## config.mk

```make
export PLATFORM = sky130hd
export DESIGN_NAME = dcmem_arbiter
export DESIGN_NICKNAME = d
export VERILOG_FILES = /design/src/rtl/dcmem_pkg.sv /design/src/rtl/rr_pick2.sv /design/src/rtl/dcmem_arbiter.sv
export SDC_FILE = /design/constraint.sdc
export NUM_CORES = 1
export LEC_CHECK = 0
export ABC_AREA = 1
export BUFFER_PORTS_ARGS = -buffer_cell sky130_fd_sc_hd__buf_2
export CAP_MARGIN = 30
export CELL_PAD_IN_SITES_DETAIL_PLACEMENT = 1
export CELL_PAD_IN_SITES_GLOBAL_PLACEMENT = 2
export CORE_MARGIN = 3
export CORE_UTILIZATION = 23
export DETAILED_ROUTE_END_ITERATION = 6
export HOLD_SLACK_MARGIN = 0.12
export PLACE_DENSITY = 0.82
export SLEW_MARGIN = 30
export SYNTH_ARGS = -nofsm -noshare
export SYNTH_HDL_FRONTEND = slang
export SYNTH_HIERARCHICAL = 1
export SYNTH_SLANG_ARGS = --single-unit
```

## constraint.sdc

```tcl
create_clock -name clk -period 3.2 [get_ports clk]
set_clock_uncertainty 0.05 [all_clocks]
set_input_delay 0.64 -clock clk [delete_from_list [all_inputs] [get_ports clk]]
set_output_delay 0.64 -clock clk [all_outputs]
set_load 0.1 [all_outputs]
```

## src/rtl/dcmem_pkg.sv

```systemverilog
// rtl/dcmem_pkg.sv - shared constants for the dcmem arbiter slice
package dcmem_pkg;

  // Default dcmem geometry
  localparam int DEF_MEM_ADDR_WIDTH = 5;
  localparam int DEF_MEM_DATA_WIDTH = 16;

  // Arbiter FSM state encoding
  localparam logic [1:0] ST_IDLE  = 2'd0;
  localparam logic [1:0] ST_OWN_A = 2'd1;
  localparam logic [1:0] ST_OWN_B = 2'd2;

  // Requester identifiers (also the bit index in req/gnt vectors)
  localparam logic PORT_A = 1'b0;
  localparam logic PORT_B = 1'b1;

endpackage

```

## src/rtl/rr_pick2.sv

```systemverilog
// rtl/rr_pick2.sv - two-way round-robin picker
module rr_pick2
  import dcmem_pkg::*;
(
  input  logic [1:0] req,
  input  logic       last,
  output logic [1:0] gnt
);

  // A sole requester always wins; on a tie the port that did not win last time goes
  always_comb begin
    gnt = 2'b00;
    if (req[0] && (!req[1] || last == PORT_B)) begin
      gnt = 2'b01;
    end else if (req[1]) begin
      gnt = 2'b10;
    end
  end

endmodule

```

## src/rtl/dcmem_arbiter.sv

```systemverilog
// rtl/dcmem_arbiter.sv - two-port round-robin arbiter with bounded lock for dcmem
module dcmem_arbiter
  import dcmem_pkg::*;
#(
  parameter int MEM_ADDR_WIDTH = DEF_MEM_ADDR_WIDTH,
  parameter int MEM_DATA_WIDTH = DEF_MEM_DATA_WIDTH,
  parameter int MAX_LOCK       = 4
) (
  input  logic                      clk,
  input  logic                      rst,
  input  logic                      a_req,
  input  logic                      a_lock,
  input  logic                      a_we,
  input  logic [MEM_ADDR_WIDTH-1:0] a_addr,
  input  logic [MEM_DATA_WIDTH-1:0] a_wdata,
  output logic                      a_gnt,
  output logic                      a_rvalid,
  output logic [MEM_DATA_WIDTH-1:0] a_rdata,
  input  logic                      b_req,
  input  logic                      b_lock,
  input  logic                      b_we,
  input  logic [MEM_ADDR_WIDTH-1:0] b_addr,
  input  logic [MEM_DATA_WIDTH-1:0] b_wdata,
  output logic                      b_gnt,
  output logic                      b_rvalid,
  output logic [MEM_DATA_WIDTH-1:0] b_rdata,
  output logic                      mem_wen,
  output logic [MEM_ADDR_WIDTH-1:0] mem_addr,
  output logic [MEM_DATA_WIDTH-1:0] mem_wdata,
  input  logic [MEM_DATA_WIDTH-1:0] mem_rdata
);

  // Counter must hold MAX_LOCK+1 without wrapping so the release compare is exact
  localparam int CW = $clog2(MAX_LOCK + 2);
  localparam logic [CW-1:0] CNT_MAX = CW'(MAX_LOCK);
  localparam logic [CW-1:0] CNT_ONE = CW'(1);

  logic [1:0]    state;
  logic          last;
  logic [CW-1:0] cnt;
  logic [CW-1:0] cnt_plus;
  logic [CW-1:0] cnt_next;
  logic [1:0]    pick_gnt;

  rr_pick2 u_pick (
    .req  ({b_req, a_req}),
    .last (last),
    .gnt  (pick_gnt)
  );

  assign cnt_plus = cnt + CNT_ONE;
  assign cnt_next = (cnt_plus > CNT_MAX) ? CNT_MAX : cnt_plus;

  // Grant decode: picker in IDLE, owner-only while locked, nothing during reset
  always_comb begin
    a_gnt = 1'b0;
    b_gnt = 1'b0;
    if (!rst) begin
      case (state)
        ST_IDLE:  {b_gnt, a_gnt} = pick_gnt;
        ST_OWN_A: a_gnt = a_req;
        ST_OWN_B: b_gnt = b_req;
        default:  ;
      endcase
    end
  end

  // Memory port mux; A's address/data are parked on the bus when idle
  always_comb begin
    mem_wen   = 1'b0;
    mem_addr  = a_addr;
    mem_wdata = a_wdata;
    if (a_gnt) begin
      mem_wen = a_we;
    end else if (b_gnt) begin
      mem_wen   = b_we;
      mem_addr  = b_addr;
      mem_wdata = b_wdata;
    end
  end

  // Ownership FSM with bounded lock; forced release keeps last=owner so the other wins next
  always_ff @(posedge clk or posedge rst) begin
    if (rst) begin
      state <= ST_IDLE;
      last  <= PORT_B;
      cnt   <= '0;
    end else begin
      case (state)
        ST_IDLE: begin
          if (a_gnt) begin
            last <= PORT_A;
            if (a_lock) begin
              state <= ST_OWN_A;
              cnt   <= CNT_ONE;
            end
          end else if (b_gnt) begin
            last <= PORT_B;
            if (b_lock) begin
              state <= ST_OWN_B;
              cnt   <= CNT_ONE;
            end
          end
        end
        ST_OWN_A: begin
          if (!a_req) begin
            state <= ST_IDLE;
            cnt   <= '0;
          end else begin
            cnt <= cnt_next;
            if (!a_lock || (b_req && cnt_plus >= CNT_MAX)) state <= ST_IDLE;
          end
        end
        ST_OWN_B: begin
          if (!b_req) begin
            state <= ST_IDLE;
            cnt   <= '0;
          end else begin
            cnt <= cnt_next;
            if (!b_lock || (a_req && cnt_plus >= CNT_MAX)) state <= ST_IDLE;
          end
        end
        default: begin
          state <= ST_IDLE;
          cnt   <= '0;
        end
      endcase
    end
  end

  // Read return: capture dcmem data at the end of a granted read, valid for one cycle
  always_ff @(posedge clk or posedge rst) begin
    if (rst) begin
      a_rvalid <= 1'b0;
      a_rdata  <= '0;
      b_rvalid <= 1'b0;
      b_rdata  <= '0;
    end else begin
      a_rvalid <= a_gnt && !a_we;
      b_rvalid <= b_gnt && !b_we;
      if (a_gnt && !a_we) a_rdata <= mem_rdata;
      if (b_gnt && !b_we) b_rdata <= mem_rdata;
    end
  end

endmodule

```

Word level (Yosys, flattened, before mapping)
Index checks and enable logic that the tools add are counted.
{ "word_totals": {"reg_bits": 40, "inputBits": 66} }
{ "op_classes": {"mux": 31, "add_sub_neg": 1, "n_lt_le_gt_ge": 2, "n_reduce_logical": 18, "n_eq_ne": 7} }
{ "ops": {"columns": ["operator", "count"], "rows": [
  ["$mux W16", 2],
  ["$mux W3", 7],
  ["$mux W2", 10],
  ["$ne A3 B3 Y1 const B", 5],
  ["$mux W5", 2],
  ["$pmux W3 S3", 1],
  ["$mux W1", 6],
  ["$pmux W2 S3", 1],
  ["$logic_and A1 B1 Y1", 5],
  ["$logic_not A1 Y1", 5],
  ["$reduce_and A5 Y1", 1],
  ["$pmux W1 S2", 2],
  ["$add A3 B1 Y3 const B", 1],
  ["$ge A3 B3 Y1 const B", 1],
  ["$gt A3 B3 Y1 const B", 1],
  ["$logic_or A1 B1 Y1", 3],
  ["$reduce_and A3 Y1", 1],
  ["$eq A2 B1 Y1 const B", 1],
  ["$eq A2 B2 Y1 const B", 1],
  ["$logic_not A2 Y1", 1],
  ["$reduce_and A2 Y1", 1],
  ["$reduce_bool A2 Y1", 1]
]} }

Longest topological paths before layout
Gate-level depths: netlist of the first run.
{ "depth": {"word_depth": 9, "mapped_depth": 10, "depth_no_buf": 10} }

Cells and area by module
Netlist of the first run, hierarchy kept.
{ "by_module_without_submodules": {"columns": ["module", "seq_area_each_um2", "n_inst", "cells_each", "area_per_inst_um2"], "rows": [
  ["dcmem_arbiter", 1002.2, 1, 261, 2175.8],
  ["rr_pick2", 0.0, 1, 4, 27.5]
]} }

Least setup slack after synthesis of the first run
Ideal clock, no wire load.
{ "synth_timing": {"path_kind": "in2out", "from": "input port rst", "to": "output port mem_wen", "cell_stages": 6, "t_arrival_ns": 3.574, "required_ns": 2.510, "slack_ns": -1.064, "path_cell_list": "inv_1 -> nand2_2 -> inv_4 -> nand2_2 -> buf_6 -> o22ai_1"} }
{ "synth_between": {"elab_chain_cells": 3} }
{ "synth_rtl": {"columns": ["element", "line", "text"], "rows": [
  ["start, declared", "dcmem_arbiter.sv:10", "input logic rst,"],
  ["$mux W1", "dcmem_arbiter.sv:58", "if (!rst) begin"],
  ["$mux W1", "dcmem_arbiter.sv:75", "end else if (b_gnt) begin"],
  ["$mux W1 *", "dcmem_arbiter.sv:73", "if (a_gnt) begin"],
  ["end, declared", "dcmem_arbiter.sv:27", "output logic mem_wen,"]
]} }
Every way passes the cells marked *; elsewhere a longest branch is shown, timed or not.

Worst setup path after layout of the first run
{ "layout_timing": {"from": "input port b_req", "to": "output port mem_wen"} }
{ "layout_between": {"elab_chain_cells": 8} }
{ "layout_rtl": {"columns": ["element", "line", "text"], "rows": [
  ["start, declared", "dcmem_arbiter.sv:19", "input logic b_req,"],
  ["$logic_not A1 Y1", null, null],
  ["$logic_or A1 B1 Y1", "rr_pick2.sv:13", "if (req[0] && (!req[1] || last == PORT_B)) begin"],
  ["$logic_and A1 B1 Y1", "rr_pick2.sv:13", null],
  ["$mux W2 *", "rr_pick2.sv:13", null],
  ["net pick_gnt[1]", "dcmem_arbiter.sv:43", "logic [1:0] pick_gnt;"],
  ["$pmux W1 S2 *", "dcmem_arbiter.sv:59", "case (state)"],
  ["$mux W1 *", "dcmem_arbiter.sv:58", null],
  ["$mux W1 *", "dcmem_arbiter.sv:75", null],
  ["$mux W1 *", "dcmem_arbiter.sv:73", null]
]} }
Mark *: on every way through the listed nets, which the timed path passes. The rest lies on a longest branch.

==> insert_results.sql, run 1 <==
INSERT INTO impl_metrics (metric_group, metric, value, unit) VALUES
('timing', 'fin_ws', '0.378', 'ns'),
('placement', 'place_worst_setup_slack', '0.373', 'ns'),
('floorplanning', 'start_util', '0.237', ''),
('routing', 'met2_wirelength', '3.25', 'mm'),
('cells_and_area', 'n_fill_cell', '1156', ''),
('routing', 'drt_first_iter_violations', '50', ''),
('logic_synthesis', 'synth-seq-cells', '40', ''),
('critical_path', 'worst_r2r_path_depth', '8', ''),
('clock_tree', 'tritoncts', 'built', ''),
('clock_tree', 'cell_at_the_root_of_the_clock_tree', 'clkbuf_8', ''),
('logic_synthesis', 'ys_types', '23', ''),
('clock_tree', 'htree_num_levels', '2', ''),
('timing', 'rsz_0062_raised_after_global_routing', 'false', ''),
('critical_path', 'setup.worst_path.end_class', 'output port', ''),
('placement', 'globalplace.congestion', '0.733', ''),
('grt', 'grt_antenna_before_repair', '0', ''),
('placement', 'dp_hpwl', '5.38', 'mm'),
('timing', 'tightest_slew', '0.526', 'ns'),
('critical_path', 'regToRegEndpoint', 'b_rdata[4]$_DFFE_PP0P_', ''),
('clock_tree', 'worst_skew_pair.late_latency', '0.28', 'ns'),
('floorplanning', 'die-height', '104', 'um'),
('routing', 'detailroute.wirelength.met3', '518', 'um'),
('critical_path', 'cp_max_fo', '24', ''),
('logic_synthesis', 'synth_sequential_area_ratio', '0.455', ''),
('logic_synthesis', 'mappedNetlistNets', '333', ''),
('logic_synthesis', 'syn_area_per_cell', '8.31', 'sq um'),
('clock_tree', 'post-cts-setup-buffers', '0', ''),
('critical_path', 'cp.arrival', '2.13', 'ns'),
('critical_path', 'critical_path.startpoint', 'b_req', ''),
('run_status', 'status', 'finished clean', ''),
('floorplanning', 'die_x', '104', 'um'),
('power', 'static_leakage', '1.87', 'nW'),
('clock_tree', 'clk_transition_reported_paths', '0.08', 'ns'),
('grt', 'wire_length_of_the_first_global_routing_pass', '11.3', 'mm'),
('floorplanning', 'i_o_pin_total', '124', ''),
('timing', 'final.min_clock_period', '2.82', 'ns'),
('critical_path', 'setup.worst_path.start_class', 'input pin', ''),
('timing', 'final_min_period_over_clock_period', '0.882', ''),
('placement', 'port_buffers', '123', ''),
('routing', 'routed_wirelength', '6.56', 'mm'),
('clock_tree', 'cts_hold_buffers', '0', ''),
('cells_and_area', 'num_antenna_cells', '0', ''),
('timing', 'setup-tns-final', '0', 'ns'),
('floorplanning', 'coreArea', '9280', 'sq um'),
('cells_and_area', 'multi_input_area', '1010', 'sq um'),
('logic_synthesis', 'synth_warnings', '6', ''),
('routing', 'routed_wire_length_per_instance', '12.7', 'um'),
('run', 'maxCapViolCount', '0', ''),
('critical_path', 'worstPathRequired', '2.51', 'ns'),
('routing', 'ant_nets', '0', ''),
('cells_and_area', 'area_growth_syn_to_layout', '52.7', '%'),
('cells_and_area', 'drive_gt1_frac', '0.530', ''),
('clock_tree', 'clock_sinks', '40', ''),
('floorplanning', 'num_rows', '35', ''),
('clock_tree', 'cts_inserted_buffers', '5', ''),
('grt', 'grt_pass1_vias', '2301', ''),
('critical_path', 'crit_type', 'in -> out', ''),
('timing', 'max_freq', '354', 'MHz'),
('cells_and_area', 'final_nets', '454', ''),
('critical_path', 'r2r_setup_slack', '1.42', 'ns'),
('timing', 'finalMaxSlewViolations', '0', ''),
('worst_hold_path', 'hold_path.class', 'reg -> reg', ''),
('timing', 'number_of_hold_slack_violations_in_the_final_timing_report', '0', ''),
('timing', 'slew_headroom', '0.649', ''),
('grt', 'globalRouteTotalUtil', '0.124', ''),
('critical_path', 'cp-endpoint', 'mem_wen', ''),
('routing', 'drtPass1Iterations', '4', ''),
('routing', 'post-route-drc-count', '0', ''),
('clock_tree', 'clock_path_buffers', '2', ''),
('grt', 'largest_net_degree_at_the_start_of_global_routing', '43', ''),
('timing', 'setup_viol', '0', ''),
('routing', 'avgViaCountPerCell', '4.20', ''),
('routing', 'detailroute.via_count', '2168', ''),
('routing', 'drt-met1-wl', '2.80', 'mm'),
('power', 'vdd_drop_max', '0.824', 'mV'),
('cells_and_area', 'final-seq-area', '1000', 'sq um'),
('routing', 'top_layer_used', 'met3', ''),
('logic_synthesis', 'syn_inst', '265', ''),
('power', 'post-layout-total-power', '3.72', 'mW'),
('critical_path', 'worstReg2RegStart', 'state[0]$_DFFE_PP0P_', ''),
('clock_tree', 'post_cts_resized', '0', ''),
('logic_synthesis', 'mappedNetlistArea', '2200', 'sq um'),
('floorplanning', 'die_area', '10800', 'sq um'),
('grt', 'grt_overflow', '0', ''),
('power', 'powerDensity', '1110', 'nW/um^2');
-- power breakdown --
group	leakage, nW	total [mW]	internal [mW]	switching (mW)
Combinational	1.33	2.55	0.491	2.06
Sequential	0.504	0.813	0.700	0.113
Clock	0.0434	0.354	0.175	0.179
-- cells in the mapped netlist (all sizes together) --
| master | count | share of area |
|---|---|---|
| nand3 | 27 | 0.064 |
| dfstp | 1 | 0.012 |
| buf | 12 | 0.049 |
| o211ai | 1 | 0.0034 |
| o22ai | 2 | 0.0057 |
| nand2 | 100 | 0.19 |
| a21oi | 3 | 0.0085 |
| dfrtp | 39 | 0.44 |
| a21boi | 1 | 0.0051 |
| nor2 | 7 | 0.014 |
| o21ai | 32 | 0.13 |
| inv | 36 | 0.064 |
| ha | 2 | 0.011 |
| nand4 | 2 | 0.0057 |
-- critical path, cell delays in order --
cell and delay, ns:
buf_2 0.12, a21boi_2 0.15, nand2_1 0.06, nand2_1 0.09, nand2_2 0.08, inv_4 0.19
nand2_2 0.21, o22ai_2 0.13, buf_2 0.45
-- how the worst min path moves through the flow --
stage / startpoint / to / slack, ns / cells past startpoint
3_3_place_gp: b_rdata[11]$_DFFE_PP0P_ / b_rdata[11]$_DFFE_PP0P_ / 0.41 / 2
6_report: b_rdata[3]$_DFFE_PP0P_ / b_rdata[3]$_DFFE_PP0P_ / 0.43 / 2
2_1_floorplan: cnt[1]$_DFFE_PP0P_ / cnt[1]$_DFFE_PP0P_ / 0.40 / 2
5_1_grt: cnt[2]$_DFFE_PP0P_ / cnt[2]$_DFFE_PP0P_ / 0.46 / 2
3_5_place_dp: b_rdata[14]$_DFFE_PP0P_ / b_rdata[14]$_DFFE_PP0P_ / 0.41 / 2
4_1_cts: b_rdata[14]$_DFFE_PP0P_ / b_rdata[14]$_DFFE_PP0P_ / 0.43 / 2
-- registers in the layout (all words and copies together), names as in the netlist --
signal    cells
state         2
a_rvalid      1
last          1
cnt           3
b_rvalid      1
a_rdata      16
b_rdata      16
-- stage by stage --
step                utilization  hold WS [ns]  cells  cell area [sq um]
finish                    0.362         0.430    516               3360
CTS                       0.362         0.434    516               3360
global route              0.362         0.464    516               3360
floorplan                     -         0.396    265               2260
global placement          0.352         0.412    508               3270
detailed placement        0.352         0.413    508               3270
-- kinds of logic (layout without fill, tap and decap cells) --
group	after synthesis	after routing	share of synthesized area
AOI/OAI and AO/OA	39	39	0.150
adders and majority gates	2	2	0.0114
buffers and inverters	48	170	0.113
DFF	40	40	0.455
and+or+nand+nor	136	136	0.271
-- cell type report --
cell class,count,share of cell area
sequential,40,0.298
clock inverter,2,0.00446
multi-input combinational,177,0.299
clock buffer,6,0.0245
timing repair buffer,126,0.283
tap,129,0.0480
inverter,36,0.0428
-- per-layer routing --
metal	global-route usage	vias up
li1	-	1069
met1	0.154	1021
met2	0.216	78
met3	0.0379	0
met4	0.0199	0
met5	0	-
-- placed cells by master, fill, tap and decap left out --
cell type	count
nor2_2	2
nor2_1	5
ha_1	2
inv_1	32
a21boi_2	1
a21oi_2	1
nand2_2	25
o211ai_1	1
dfrtp_1	39
nand3_1	26
a21oi_1	2
dfstp_2	1
inv_2	1
nand3_2	1
o22ai_1	1
buf_2	102
buf_12	21
nand4_1	2
buf_4	3
inv_4	2
o22ai_2	1
nand2_4	3
nand2_1	72
clkbuf_8	6
clkinvlp_4	3
o21ai_2	32
Note: power is estimated with default switching activity, not from simulation.
==> run 2: changes to the inputs <==
--- a/config.mk
+++ b/config.mk
@@ -6,15 +6,16 @@
 export NUM_CORES = 1
 export LEC_CHECK = 0
 export ABC_AREA = 1
-export BUFFER_PORTS_ARGS = -buffer_cell sky130_fd_sc_hd__buf_2
+export BUFFER_PORTS_ARGS = -buffer_cell sky130_fd_sc_hd__clkbuf_2
 export CAP_MARGIN = 30
 export CELL_PAD_IN_SITES_DETAIL_PLACEMENT = 1
 export CELL_PAD_IN_SITES_GLOBAL_PLACEMENT = 2
 export CORE_MARGIN = 3
-export CORE_UTILIZATION = 23
+export CORE_UTILIZATION = 24
+export CTS_BUF_LIST = sky130_fd_sc_hd__clkbuf_8
 export DETAILED_ROUTE_END_ITERATION = 6
 export HOLD_SLACK_MARGIN = 0.12
-export PLACE_DENSITY = 0.82
+export PLACE_DENSITY = 0.85
 export SLEW_MARGIN = 30
 export SYNTH_ARGS = -nofsm -noshare
 export SYNTH_HDL_FRONTEND = slang
==> run 2 against run 1 <==
  * Die area down 3.9%
  * Register-to-register slack worse by 0.05 ns
  * Largest cell class unchanged
  * Wire length up 0.47%
  * Non-clock buffer count down 1
  * Final cell count down 4.3%
  * Worst setup slack worse by 0.057 ns
  * Fmax down 2.0%
  * Hold slack better by 0.0040 ns
  * Combinational power about the same
  * Utilization up 1.9 points
  * First-iteration DRC count down 44%
  * Global-route usage up 0.44 points
==> insert_results.sql, run 2 (synthesis results as in run 1) <==
INSERT INTO impl_metrics (metric_group, metric, value, unit) VALUES
('run_status', 'status', 'finished clean', ''),
('cells_and_area', 'area_growth_syn_to_layout', '52.3', '%'),
('run', 'maxCapViolCount', '0', ''),
('critical_path', 'path_delay_family', 'simple AND/OR/NAND/NOR gates', ''),
('critical_path', 'worst-path-buf-inv', '3', ''),
('placement', 'port_buffers', '123', ''),
('clock_tree', 'clock_path_buffers', '2', ''),
('grt', 'largest_net_degree_at_the_start_of_global_routing', '43', ''),
('power', 'vdd_drop_max', '0.707', 'mV'),
('clock_tree', 'worst_skew_pair.late_latency', '0.29', 'ns'),
('timing', 'setup-tns-final', '0', 'ns'),
('worst_hold_path', 'hold_path.class', 'reg -> reg', ''),
('timing', 'final_min_period_over_clock_period', '0.900', ''),
('routing', 'avgViaCountPerCell', '4.34', ''),
('clock_tree', 'clock_sinks', '40', ''),
('routing', 'drtPass1Iterations', '4', ''),
('critical_path', 'setup.worst_path.start_class', 'input pin', ''),
('critical_path', 'setup.worst_path.end_class', 'output port', ''),
('clock_tree', 'cts_hold_buffers', '0', ''),
('timing', 'fin_ws', '0.321', 'ns'),
('power', 'powerDensity', '1110', 'nW/um^2'),
('placement', 'dp_hpwl', '5.32', 'mm'),
('placement', 'place_worst_setup_slack', '0.284', 'ns'),
('grt', 'grt_pass1_vias', '2246', ''),
('timing', 'tightest_slew', '0.563', 'ns'),
('timing', 'slew_headroom', '0.627', ''),
('cells_and_area', 'layout_common_cells', 'clkbuf_2, nand2_1, dfrtp_1', ''),
('cells_and_area', 'num_antenna_cells', '0', ''),
('cells_and_area', 'final_nets', '453', ''),
('timing', 'setup_viol', '0', ''),
('grt', 'grt_overflow', '0', ''),
('clock_tree', 'cts_inserted_buffers', '5', ''),
('floorplanning', 'num_rows', '34', ''),
('placement', 'globalplace.congestion', '0.790', ''),
('timing', 'final.min_clock_period', '2.88', 'ns'),
('critical_path', 'crit_type', 'in -> out', ''),
('critical_path', 'maximum_single_stage_delay_on_the_critical_path', '0.33', 'ns'),
('timing', 'max_freq', '347', 'MHz'),
('floorplanning', 'die_area', '10400', 'sq um'),
('critical_path', 'cpMaxStageDelayCell', 'nand2_2', ''),
('cells_and_area', 'multi_input_area', '1010', 'sq um'),
('clock_tree', 'post-cts-setup-buffers', '0', ''),
('critical_path', 'worstPathRequired', '2.51', 'ns'),
('floorplanning', 'die-height', '102', 'um'),
('floorplanning', 'i_o_pin_total', '124', ''),
('routing', 'routed_wirelength', '6.60', 'mm'),
('clock_tree', 'cell_at_the_root_of_the_clock_tree', 'clkbuf_8', ''),
('floorplanning', 'start_util', '0.250', ''),
('timing', 'rsz_0062_raised_after_global_routing', 'false', ''),
('grt', 'globalRouteTotalUtil', '0.128', ''),
('cells_and_area', 'final-seq-area', '1000', 'sq um'),
('routing', 'drt_first_iter_violations', '28', ''),
('clock_tree', 'clk_transition_reported_paths', '0.07', 'ns'),
('cells_and_area', 'layout_commonest_cell', 'clkbuf_2', ''),
('clock_tree', 'post_cts_resized', '0', ''),
('timing', 'number_of_hold_slack_violations_in_the_final_timing_report', '0', ''),
('routing', 'routed_wire_length_per_instance', '13.4', 'um'),
('critical_path', 'cp.arrival', '2.19', 'ns'),
('clock_tree', 'tritoncts', 'built', ''),
('cells_and_area', 'n_fill_cell', '1063', ''),
('cells_and_area', 'drive_gt1_frac', '0.528', ''),
('critical_path', 'cp_max_fo', '24', ''),
('timing', 'hold_ws', '0.434', 'ns'),
('routing', 'post-route-drc-count', '0', ''),
('clock_tree', 'htree_num_levels', '2', ''),
('routing', 'ant_nets', '0', ''),
('cells_and_area', 'biggest_registers_after_layout', 'a_rdata (16), b_rdata (16), cnt (3)', ''),
('cells_and_area', 'final_core_util', '0.381', ''),
('floorplanning', 'die_x', '102', 'um'),
('grt', 'grt_antenna_before_repair', '0', ''),
('power', 'static_leakage', '1.88', 'nW'),
('floorplanning', 'coreArea', '8810', 'sq um'),
('routing', 'detailroute.via_count', '2143', ''),
('critical_path', 'cp_cell_sequence', 'clkbuf_2 > a21boi_2 > nand2_1 > nand2_1 > nand2_2 > inv_4 > nand2_2 > o22ai_2 > buf_12', ''),
('grt', 'wire_length_of_the_first_global_routing_pass', '10.8', 'mm'),
('timing', 'finalMaxSlewViolations', '0', '');
[run 2: changes by cell type in the layout (fill, tap and decap cells not counted), sizes merged]
| cell | previous run | this run |
|---|---|---|
| buf | 126 | 26 |
| clkinvlp | 3 | 2 |
| inv | 35 | 36 |
| clkinv | 0 | 1 |
| clkbuf | 6 | 104 |
[run 2: cell type report]
type                            instances  area share
Clock buffer                            5      0.0205
Multi-Input combinational cell        177       0.300
Timing Repair Buffer                  125       0.292
Tap cell                              108      0.0403
Clock inverter                          3     0.00634
Sequential cell                        40       0.299
Inverter                               36      0.0429
[run 2: worst paths after layout]
kind                                            to                    start  cells past startpoint  slack [ns]
max                                        mem_wen                    b_req                      9        0.32
max in group asynchronous  b_rdata[13]$_DFFE_PP0P_                      rst                      3        2.19
min reg2reg                b_rdata[13]$_DFFE_PP0P_  b_rdata[13]$_DFFE_PP0P_                      2        0.43
min                        b_rdata[13]$_DFFE_PP0P_  b_rdata[13]$_DFFE_PP0P_                      2        0.43
max reg2reg                 b_rdata[8]$_DFFE_PP0P_     state[0]$_DFFE_PP0P_                      8        1.37
min in group asynchronous   b_rdata[7]$_DFFE_PP0P_                      rst                      3        0.52
[run 2: per-layer routing]
metal,share of wire,wire (um),global-route usage,vias up
li1,-,-,-,1070
met1,0.39,2590,0.157,977
met2,0.47,3100,0.211,88
met3,0.13,826,0.0580,8
met4,0.012,78,0.0252,0
met5,0,0,0,-
[run 2: power breakdown]
part / total (mW) / switching (mW) / leakage, nW / internal, mW
logic: 2.56 / 2.07 / 1.34 / 0.495
registers: 0.818 / 0.117 / 0.504 / 0.700
clock network: 0.343 / 0.188 / 0.0445 / 0.155
[run 2: worst register-to-register path: cells and delay by family, from the launching register on]
family	cells	cell delay (ns)
and+or+nand+nor	6	0.96
DFF	1	0.43
buffers and inverters	1	0.22
AOI/OAI and AO/OA	1	0.07
[run 2: metrics by stage]
stage / instance area [sq um] / std cells / power, mW
6_report: 3360 / 494 / 3.72
4_1_cts: 3360 / 494 / 3.77
5_1_grt: 3360 / 494 / 3.91
3_5_place_dp: 3270 / 486 / 3.41
3_3_place_gp: 3270 / 486 / 3.38
2_1_floorplan: 2260 / 265 / 2.86
==> run 3: changes to the inputs <==
--- a/config.mk
+++ b/config.mk
@@ -5,17 +5,16 @@
 export SDC_FILE = /design/constraint.sdc
 export NUM_CORES = 1
 export LEC_CHECK = 0
-export ABC_AREA = 1
 export BUFFER_PORTS_ARGS = -buffer_cell sky130_fd_sc_hd__clkbuf_2
 export CAP_MARGIN = 30
 export CELL_PAD_IN_SITES_DETAIL_PLACEMENT = 1
 export CELL_PAD_IN_SITES_GLOBAL_PLACEMENT = 2
-export CORE_MARGIN = 3
-export CORE_UTILIZATION = 24
+export CORE_UTILIZATION = 26
 export CTS_BUF_LIST = sky130_fd_sc_hd__clkbuf_8
 export DETAILED_ROUTE_END_ITERATION = 6
 export HOLD_SLACK_MARGIN = 0.12
-export PLACE_DENSITY = 0.85
+export PLACE_DENSITY = 0.84
+export SETUP_SLACK_MARGIN = 0.4
 export SLEW_MARGIN = 30
 export SYNTH_ARGS = -nofsm -noshare
 export SYNTH_HDL_FRONTEND = slang
==> run 3 against run 2 <==
  * Die area decreased by 21%
  * Register-to-register slack got worse by 0.31 ns
  * Sequential share of layout area fell by 1.2 points
  * Critical path type unchanged
  * Largest cell class is now buffers
==> insert_results.sql, run 3 <==
INSERT INTO impl_metrics (metric_group, metric, value, unit) VALUES
('run_status', 'status', 'finished clean', ''),
('logic_synthesis', 'syn_inst', '151', ''),
('grt', 'grt_overflow', '0', ''),
('logic_synthesis', 'mappedNetlistArea', '2040', 'sq um'),
('routing', 'drtPass1Iterations', '4', ''),
('placement', 'globalplace.congestion', '0.717', ''),
('timing', 'slew_headroom', '0.533', ''),
('routing', 'detailroute.via_count', '1787', ''),
('floorplanning', 'start_util', '0.275', ''),
('cells_and_area', 'drive_gt1_frac', '0.732', ''),
('power', 'vdd_drop_max', '0.704', 'mV'),
('grt', 'wire_length_of_the_first_global_routing_pass', '10.0', 'mm'),
('placement', 'place_worst_setup_slack', '0.128', 'ns'),
('logic_synthesis', 'postSynth.asyncResetShare', '1.00', ''),
('logic_synthesis', 'edff_count_synth', '0', ''),
('cells_and_area', 'layout_common_cells', 'clkbuf_2, dfrtp_1, mux2_2', ''),
('logic_synthesis', 'yosys.area.top_type', 'dfrtp_1', ''),
('run', 'maxCapViolCount', '0', ''),
('grt', 'globalRouteTotalUtil', '0.155', ''),
('critical_path', 'cpMaxStageDelayCell', 'mux2_4', ''),
('timing', 'setup_viol', '0', ''),
('floorplanning', 'coreArea', '7410', 'sq um'),
('clock_tree', 'clock_path_buffers', '2', ''),
('routing', 'routed_wire_length_per_instance', '15.7', 'um'),
('timing', 'max_freq', '349', 'MHz'),
('logic_synthesis', 'synth_compound_area_frac', '0.0633', ''),
('logic_synthesis', 'synth_sequential_area_ratio', '0.492', ''),
('timing', 'final.min_clock_period', '2.86', 'ns'),
('cells_and_area', 'n_fill_cell', '801', ''),
('logic_synthesis', 'synth_commonest_cells', 'mux2_2, dfrtp_1, inv_1, nor2_1, buf_4', ''),
('clock_tree', 'cell_at_the_root_of_the_clock_tree', 'clkbuf_8', ''),
('critical_path', 'maximum_single_stage_delay_on_the_critical_path', '0.32', 'ns'),
('logic_synthesis', 'post_synth_mux_area_share', '0.305', ''),
('logic_synthesis', 'synth-seq-cells', '40', ''),
('cells_and_area', 'biggest_registers_after_layout', 'a_rdata (16), b_rdata (16), cnt (3)', ''),
('clock_tree', 'cts_inserted_buffers', '5', ''),
('logic_synthesis', 'syn_area_per_cell', '13.5', 'sq um'),
('logic_synthesis', 'leading_cell_type_by_number_of_instances_after_synthesis', 'mux2_2', ''),
('power', 'powerDensity', '919', 'nW/um^2'),
('critical_path', 'worstReg2RegStart', 'last$_DFFE_PP1P_', ''),
('power', 'static_leakage', '1.70', 'nW'),
('worst_hold_path', 'worstHoldStart', 'a_rdata[11]$_DFFE_PP0P_', ''),
('cells_and_area', 'final_nets', '358', ''),
('timing', 'setup-tns-final', '0', 'ns'),
('critical_path', 'worst_r2r_path_depth', '6', ''),
('worst_hold_path', 'whs_endpoint', 'a_rdata[11]$_DFFE_PP0P_', ''),
('logic_synthesis', 'synth-main-ff-cell', 'dfrtp_1', ''),
('logic_synthesis', 'synth_warnings', '6', ''),
('cells_and_area', 'final_core_util', '0.472', ''),
('routing', 'post-route-drc-count', '0', ''),
('floorplanning', 'die-height', '90.5', 'um'),
('critical_path', 'setup.worst_path.end_class', 'output port', ''),
('logic_synthesis', 'synth.area.top_cells', 'dfrtp_1, mux2_2, nor4_4, buf_4, a2111oi_4', ''),
('floorplanning', 'i_o_pin_total', '124', ''),
('floorplanning', 'num_rows', '31', ''),
('timing', 'final_min_period_over_clock_period', '0.895', ''),
('clock_tree', 'clk_transition_reported_paths', '0.07', 'ns'),
('placement', 'dp_hpwl', '4.61', 'mm'),
('logic_synthesis', 'post_synth_and_or_nand_nor_area_fraction', '0.0922', ''),
('critical_path', 'cp.arrival', '2.17', 'ns'),
('grt', 'largest_net_degree_at_the_start_of_global_routing', '41', ''),
('logic_synthesis', 'ys_types', '34', ''),
('logic_synthesis', 'post_synth_xor_area_fraction', '0', ''),
('critical_path', 'regToRegEndpoint', 'a_rdata[15]$_DFFE_PP0P_', ''),
('cells_and_area', 'layout_commonest_cell', 'clkbuf_2', ''),
('timing', 'tightest_slew', '0.691', 'ns'),
('clock_tree', 'tritoncts', 'built', ''),
('grt', 'grt_pass1_vias', '1946', ''),
('critical_path', 'r2r_setup_slack', '1.06', 'ns'),
('routing', 'ant_nets', '0', ''),
('clock_tree', 'htree_num_levels', '2', ''),
('timing', 'number_of_hold_slack_violations_in_the_final_timing_report', '0', ''),
('floorplanning', 'die_x', '90.5', 'um'),
('placement', 'port_buffers', '123', ''),
('critical_path', 'crit_type', 'in -> out', ''),
('critical_path', 'cp_common_cell', 'buf_6', ''),
('routing', 'avgViaCountPerCell', '4.58', ''),
('floorplanning', 'die_area', '8190', 'sq um'),
('critical_path', 'setup.worst_path.start_class', 'input pin', ''),
('logic_synthesis', 'netlist.area_leader.share', '0.479', ''),
('critical_path', 'path_delay_family', 'buffers and inverters', ''),
('critical_path', 'worstPathRequired', '2.51', 'ns'),
('logic_synthesis', 'mappedNetlistNets', '219', ''),
('routing', 'routed_wirelength', '6.13', 'mm'),
('critical_path', 'cp_max_fo', '5', ''),
('timing', 'finalMaxSlewViolations', '0', ''),
('clock_tree', 'clock_sinks', '40', ''),
('critical_path', 'worst-path-buf-inv', '4', ''),
('timing', 'rsz_0062_raised_after_global_routing', 'true', ''),
('worst_hold_path', 'hold_path.class', 'reg -> reg', ''),
('clock_tree', 'cts_hold_buffers', '0', ''),
('grt', 'grt_antenna_before_repair', '0', ''),
('cells_and_area', 'area_growth_syn_to_layout', '71.8', '%'),
('critical_path', 'cp_cell_sequence', 'clkbuf_16 > a21boi_4 > mux2i_4 > a2111oi_4 > buf_6 > buf_6 > mux2_4 > buf_12', ''),
('routing', 'drt_first_iter_violations', '11', ''),
('timing', 'fin_ws', '0.336', 'ns'),
('clock_tree', 'worst_skew_pair.late_latency', '0.29', 'ns'),
('logic_synthesis', 'synth_fa_ha_area_frac', '0.0123', ''),
('cells_and_area', 'num_antenna_cells', '0', ''),
('worst_hold_path', 'hold_depth', '1', ''),
('logic_synthesis', 'largest_family_of_logic_cells_by_synthesized_area', 'multiplexers', '');
## run 3: cell count changes in the layout (fill, tap and decap cells not counted), sizes merged, moves of 3 or more
cell    before  now
nor3         0    3
o21ai       32    3
inv         36    6
a21boi       1    4
nand3       27    2
buf         26   39
nand2      100    1
mux2         0   53
## run 3: layout make-up
cell class | instances | area (sq um) | share of cell area
repair buffers | 139 | 1160 | 0.331
multi-input cells | 97 | 1090 | 0.312
flip-flops and latches | 40 | 1000 | 0.287
well taps | 99 | 124 | 0.0354
clock buffers | 6 | 82.6 | 0.0236
inverters | 7 | 30.0 | 0.00859
clock inverters | 2 | 10.0 | 0.00286
## run 3: kinds of logic (layout without fill, tap and decap cells)
| kind of cell | Yosys count | in the layout |
|---|---|---|
| multiplexers | 55 | 55 |
| flip-flops | 40 | 40 |
| AND/OR/NAND/NOR | 25 | 25 |
| AO/OA/AOI/OAI | 15 | 15 |
| buffers and inverters | 14 | 154 |
| adder cells (fa/ha/maj) | 2 | 2 |
## run 3: metrics by stage
stage,hold WS (ns),power (mW),cell area [sq um],instances
after global placement,0.440,2.82,3220,373
after floorplan,0.452,2.43,2140,151
after global routing,0.472,3.34,3500,390
after detailed placement,0.445,2.84,3220,373
after CTS,0.464,3.25,3480,389
final,0.459,3.21,3500,390
## run 3: where the power goes
group | internal [mW] | switching [mW] | total (mW) | leakage (nW)
Clock | 0.172 | 0.170 | 0.342 | 0.0510
Combinational | 0.486 | 1.60 | 2.09 | 1.16
Sequential | 0.677 | 0.104 | 0.781 | 0.480
## run 3: worst max-delay path by stage
stage               start            to  slack, ns  cells after the start
floorplan           b_req         b_gnt       0.30                      3
detailed placement  b_req  mem_wdata[0]       0.13                      7
global placement    b_req  mem_wdata[7]       0.19                      7
CTS                 b_req  mem_wdata[0]       0.32                      8
finish              b_req  mem_wdata[0]       0.34                      8
global route        b_req  mem_wdata[6]       0.30                      8
## run 3: what timing repair did
action,CTS,global route
resized for setup,20,2
setup endpoints to repair,22,22
cloned,2,0
pin swaps,2,1
buffers inserted,6,1
## run 3: per-layer routing
layer | routed length [um] | global-route usage | vias to the layer above
met5 | 0 | 0 | -
met4 | 57 | 0.0363 | 0
met3 | 413 | 0.0387 | 5
met2 | 3240 | 0.294 | 91
met1 | 2420 | 0.172 | 861
li1 | - | - | 830
